`config.mk`:
```
export PLATFORM = sky130hd
export DESIGN_NAME = spi_word_sequencer
export DESIGN_NICKNAME = d
export VERILOG_FILES = /design/src/rtl/spi_word_sequencer.sv
export SDC_FILE = /design/constraint.sdc
export NUM_CORES = 1
export LEC_CHECK = 0
export ABC_CLOCK_PERIOD_IN_PS = 5900
export BUFFER_PORTS_ARGS = -buffer_cell sky130_fd_sc_hd__buf_2
export CAP_MARGIN = 20
export CELL_PAD_IN_SITES_DETAIL_PLACEMENT = 2
export CELL_PAD_IN_SITES_GLOBAL_PLACEMENT = 2
export CORE_MARGIN = 4
export CORE_UTILIZATION = 49
export CTS_CLUSTER_DIAMETER = 60
export DETAILED_ROUTE_END_ITERATION = 12
export PLACE_DENSITY = 0.87
export SLEW_MARGIN = 5
export SYNTH_ARGS = -nofsm -noshare
export SYNTH_HDL_FRONTEND = slang
export SYNTH_SLANG_ARGS = --single-unit
```
`constraint.sdc`:
```
create_clock -name clk_div -period 5.9 [get_ports clk_div]
set_clock_uncertainty 0.05 [all_clocks]
set_input_delay 0.295 -clock clk_div [delete_from_list [all_inputs] [get_ports clk_div]]
set_output_delay 0.295 -clock clk_div [all_outputs]
set_load 0.01 [all_outputs]
```
`src/rtl/spi_word_sequencer.sv`:
```
// Feeds 24-bit command words from a small FIFO to the SPI transmitter, one word per done_send handshake.
// Optional watchdog: define SPI_SEQ_TIMEOUT_EN to abort a stuck word after TIMEOUT_CYCLES.
module spi_word_sequencer #(
    parameter int DEPTH          = 8,
    parameter int TIMEOUT_CYCLES = 255
) (
    input  logic                     clk_div,
    input  logic                     rst_n,
    input  logic [23:0]              wr_data,
    input  logic                     wr_valid,
    output logic                     wr_ready,
    output logic [23:0]              tx_data,
    output logic                     tx_load,
    input  logic                     tx_done,
    output logic                     busy,
    output logic [$clog2(DEPTH):0]   level,
    output logic [15:0]              words_sent,
    output logic                     timeout_err,
    input  logic                     err_clr
);

    localparam int AW = $clog2(DEPTH);
    localparam logic [AW:0] FULL_LVL = (AW+1)'(DEPTH);

    typedef enum logic [1:0] {IDLE, LOAD, WAIT_DONE} state_t;

    state_t          state, state_nxt;
    logic [23:0]     mem [DEPTH];
    logic [AW-1:0]   wr_ptr, rd_ptr;
    logic [AW:0]     count, count_nxt;
    logic [23:0]     tx_data_q;
    logic [15:0]     sent_cnt;
    logic            busy_q;
    logic            push, pop, done_evt, to_evt;

    assign wr_ready   = (count != FULL_LVL);
    assign push       = wr_valid && wr_ready;
    // Pop reads the registered count, so a word written this edge cannot issue until the next.
    assign pop        = (state == IDLE) && (count != '0) && tx_done;
    assign done_evt   = (state == WAIT_DONE) && tx_done;
    assign level      = count;
    assign tx_data    = tx_data_q;
    assign words_sent = sent_cnt;
    assign busy       = busy_q;

`ifdef SPI_SEQ_TIMEOUT_EN
    localparam int WW = ($clog2(TIMEOUT_CYCLES+1) > 8) ? $clog2(TIMEOUT_CYCLES+1) : 8;
    localparam logic [WW-1:0] WD_LAST = WW'(TIMEOUT_CYCLES-1);

    logic [WW-1:0] wdog;
    logic          err_q;

    // Fires only when no normal handshake transition is taken this cycle.
    assign to_evt = (wdog == WD_LAST) &&
                    (((state == LOAD) && tx_done) || ((state == WAIT_DONE) && !tx_done));
    assign timeout_err = err_q;

    always_ff @(posedge clk_div or negedge rst_n) begin
        if (!rst_n) begin
            wdog  <= '0;
            err_q <= 1'b0;
        end else begin
            if (state_nxt != state)
                wdog <= '0;
            else if (state != IDLE)
                wdog <= wdog + 1'b1;
            if (err_clr)
                err_q <= 1'b0;
            else if (to_evt)
                err_q <= 1'b1;
        end
    end
`else
    logic unused_cfg;
    assign unused_cfg  = &{1'b0, err_clr, TIMEOUT_CYCLES[0]};
    assign to_evt      = 1'b0;
    assign timeout_err = 1'b0;
`endif

    // FSM: state register
    always_ff @(posedge clk_div or negedge rst_n) begin
        if (!rst_n)
            state <= IDLE;
        else
            state <= state_nxt;
    end

    // FSM: next state
    always_comb begin
        state_nxt = state;
        case (state)
            IDLE:      if (pop) state_nxt = LOAD;
            LOAD:      if (!tx_done) state_nxt = WAIT_DONE;
                       else if (to_evt) state_nxt = IDLE;
            WAIT_DONE: if (tx_done) state_nxt = IDLE;
                       else if (to_evt) state_nxt = IDLE;
            default:   state_nxt = IDLE;
        endcase
    end

    // FSM: outputs
    always_comb begin
        tx_load = (state == LOAD);
    end

    always_comb begin
        count_nxt = count;
        case ({push, pop})
            2'b10:   count_nxt = count + 1'b1;
            2'b01:   count_nxt = count - 1'b1;
            default: count_nxt = count;
        endcase
    end

    // Storage has no reset; occupancy is tracked solely by count.
    always_ff @(posedge clk_div) begin
        if (push)
            mem[wr_ptr] <= wr_data;
    end

    always_ff @(posedge clk_div or negedge rst_n) begin
        if (!rst_n) begin
            wr_ptr    <= '0;
            rd_ptr    <= '0;
            count     <= '0;
            tx_data_q <= '0;
            sent_cnt  <= '0;
            busy_q    <= 1'b0;
        end else begin
            count  <= count_nxt;
            busy_q <= (count_nxt != '0) || (state_nxt != IDLE);
            if (push)
                wr_ptr <= wr_ptr + 1'b1;
            if (pop) begin
                rd_ptr    <= rd_ptr + 1'b1;
                tx_data_q <= mem[rd_ptr];
            end
            if (done_evt)
                sent_cnt <= sent_cnt + 1'b1;
        end
    end

endmodule

```
==> impl_metrics.env <==
export IMPL_swShare_pct=30.5
export IMPL_fin_crit_ns=3.22
export IMPL_dr_pass1_iters=5
export IMPL_path_delay_family="simple AND/OR/NAND/NOR gates"
export IMPL_start_util_pct=50.3
export IMPL_worst_ep_required_time_ns=6.23
export IMPL_ys_seq_area_share_pct=74.7
export IMPL_dp_hpwl_mm=13.7
export IMPL_cts_tree="done"
export IMPL_crit_chain="nor4_1 -> or3_2 -> inv_1 -> ha_1 -> xor2_1 -> ha_1 -> mux2_2 -> nor4_1 -> nand4b_1"
export IMPL_clockRootBuffer="clkbuf_16"
export IMPL_avgSynthCellArea_um2=19.3
export IMPL_cts_buffer_depth=3
export IMPL_synth_edf_count=192
export IMPL_ios=77
export IMPL_rows=50
export IMPL_areaGrowthSynthToFinish_pct=17.4
export IMPL_cts_sinks=245
export IMPL_power_per_cell_area_nw_per_um2=488
export IMPL_cp_max_fo=10
export IMPL_core_um2=18900
export IMPL_ant_nets=0
export IMPL_hp_class="in -> reg"
export IMPL_clock_power_share_pct=28.9
export IMPL_yosys_warnings=0
export IMPL_grt_setup_unrepaired="false"
export IMPL_insertedDiodeCount=0
export IMPL_route_final_wire_length_mm=23.1
export IMPL_yosys_register_bits=245
export IMPL_dpl_worst_slack_ns=1.96
export IMPL_die_y_um=147
export IMPL_setup_tns_ns=0
export IMPL_nNetsFinal=634
export IMPL_antenna_found_initial=0
export IMPL_overflow=0
export IMPL_dieArea_um2=21700
export IMPL_via_count=4949
export IMPL_synth_commonest_cells="edfxtp_1, dfrtp_1, mux4_2, nand2_1, mux2i_1"
export IMPL_grt_first_pass_wirelength_mm=35.9
export IMPL_clkSlewWorstSetupHoldPaths_ns=0.06
export IMPL_htree_levels=1
export IMPL_finalHoldViolations=0
export IMPL_synth_top_cell_by_area="edfxtp_1"
export IMPL_drive_gt1_share_pct=29.9
export IMPL_cpMaxStageDelayCell="dfrtp_1"
export IMPL_internal_power_w=0.00378
export IMPL_grt_start_max_net_pins=54
export IMPL_cp_arrival_ns=3.55
export IMPL_comb_power_share_pct=23.7
export IMPL_cts_buffers=26
export IMPL_worstMarginPinSlew_ns=1.01
export IMPL_switchingPower_w=0.00166
export IMPL_setup_slack_ns=2.68
export IMPL_die_w_um=147
export IMPL_critPathMaxStageDelay_ns=0.49
export IMPL_drc=0
export IMPL_drv_slew=0
export IMPL_place_congestion=0.783
export IMPL_routed_via_density=5.63
export IMPL_synth_area_um2=9500
export IMPL_p_seq_share_pct=47.3
export IMPL_synth_nets=526
export IMPL_crit_path_end_kind="flip-flop"
export IMPL_netlist_area_leader_share_pct=60.7
export IMPL_setup_viol=0
export IMPL_fin_crit_sh_pct=54.6
export IMPL_synth_async_reset_ratio_pct=21.6
export IMPL_outcome="finished, final reports clean"
export IMPL_synth_distinct_cells=40
export IMPL_max_slew_margin_rel_pct=32.9
export IMPL_worst_setup_path_type="reg -> reg"
export IMPL_wl_per_cell_um=26.2
export IMPL_max_cap_viol_count=0
export IMPL_yosysMostFrequentCell="edfxtp_1"
export IMPL_port_buffers=74
export IMPL_cp_num_buf_inv=1
export IMPL_clock_fmax_mhz=311
export IMPL_p_leak_nw=4.09
export IMPL_grt_pass1_vias=5660
export IMPL_grt_usage_pct=22.1
export IMPL_synthTopCellsByArea="edfxtp_1, dfrtp_1, mux4_2"
export IMPL_synthCells=491
export IMPL_drt_iter0_drc=346
export IMPL_worstSetupStartpointType="flip-flop"
export IMPL_synth_flop_cell="edfxtp_1"
export IMPL_peakVddDrop_uv=374
export IMPL_clkLatencyLatePin_ns=0.52
==> worst paths after layout <==
path / cells past startpoint / endpoint / startpoint / slack, ns
setup / recovery: 9 / busy$_DFF_PN0_ / level[1]$_DFF_PN0_ / 2.68
hold / removal: 1 / mem[6][10]$_DFFE_PP_ / wr_data[10] / 0.01
setup reg to reg: 9 / busy$_DFF_PN0_ / level[1]$_DFF_PN0_ / 2.68
min in group asynchronous: 3 / words_sent[3]$_DFFE_PN0P_ / rst_n / 0.41
hold reg to reg: 1 / words_sent[15]$_DFFE_PN0P_ / words_sent[15]$_DFFE_PN0P_ / 0.43
max in group asynchronous: 3 / rd_ptr[0]$_DFFE_PN0P_ / rst_n / 4.81
==> placed cells by master, fill, tap and decap left out, types with 4 or more instances in the layout <==
master         instances
edfxtp_1             192
o21ai_1               17
dlygate4sd3_1         17
o21ai_0                9
clkinv_2               4
buf_4                 10
mux2i_1               25
xnor2_1               16
clkbuf_16             27
mux4_2                46
ha_1                   6
nand3_1               13
clkbuf_1               6
nor2_1                 6
nor2_2                 6
xor2_1                 6
buf_2                 74
clkinv_1               8
dfrtp_1               50
nand2_1               37
==> flip-flops by register name, summed over array words and instances (netlist names) <==
name / count
busy: 1
level: 4
mem: 192
rd_ptr: 3
state: 2
tx_data: 24
words_sent: 16
wr_ptr: 3
==> repair_timing <==
item                                   CTS  global route
hold buffers                            17             0
buffers inserted                         0             0
endpoints found under the hold margin  161             0
setup endpoints to repair                0             0
resized for setup                        0             0
==> logic make-up (layout without fill, tap and decap cells) <==
group / Yosys count / after routing / share of synthesized area (%)
mux: 76 / 76 / 14.5
other cells: 1 / 1 / 0.0395
fa+ha+maj: 6 / 6 / 0.791
simple gates: 87 / 87 / 4.64
compound gates: 29 / 29 / 1.55
buf+inv: 25 / 153 / 1.81
xor+xnor: 22 / 22 / 2.03
flops: 245 / 245 / 74.7
==> per-layer routing <==
layer	track usage [%]	vias to the layer above	wire length, um
met5	0	-	0
met4	6.43	0	605
met1	27.5	2640	9140
li1	-	2140	-
met3	3.15	41	926
met2	40.3	128	12400
==> stage by stage <==
step,hold slack (ns),power [W],std cells,instance area [um^2],utilization (%)
finish,0.00992,0.00544,879,11200,59.0
global route,0.0138,0.00573,879,11200,59.0
CTS,0.000537,0.00551,878,11100,58.9
detailed placement,0.427,0.00390,813,10100,53.7
global placement,0.409,0.00374,813,10100,53.7
floorplan,-0.0506,0.00340,491,9500,-
==> layout make-up <==
| cell class | count | area, um^2 |
|---|---|---|
| Clock buffer | 34 | 712 |
| Timing Repair Buffer | 102 | 636 |
| Inverter | 3 | 11.3 |
| Tap cell | 260 | 325 |
| Fill cell | 1566 | 7740 |
| Multi-Input combinational cell | 221 | 2260 |
| Clock inverter | 14 | 110 |
| Sequential cell | 245 | 7100 |
==> power groups by stage <==
stage	logic (W)	clock network [W]	registers (W)
6_report	0.00129	0.00158	0.00258
4_1_cts	0.00131	0.00161	0.00259
3_3_place_gp	0.00117	0	0.00257
2_1_floorplan	0.000997	0	0.00241
3_5_place_dp	0.00128	0	0.00262
5_1_grt	0.00140	0.00170	0.00263
Note: power is estimated with default switching activity, not from simulation.
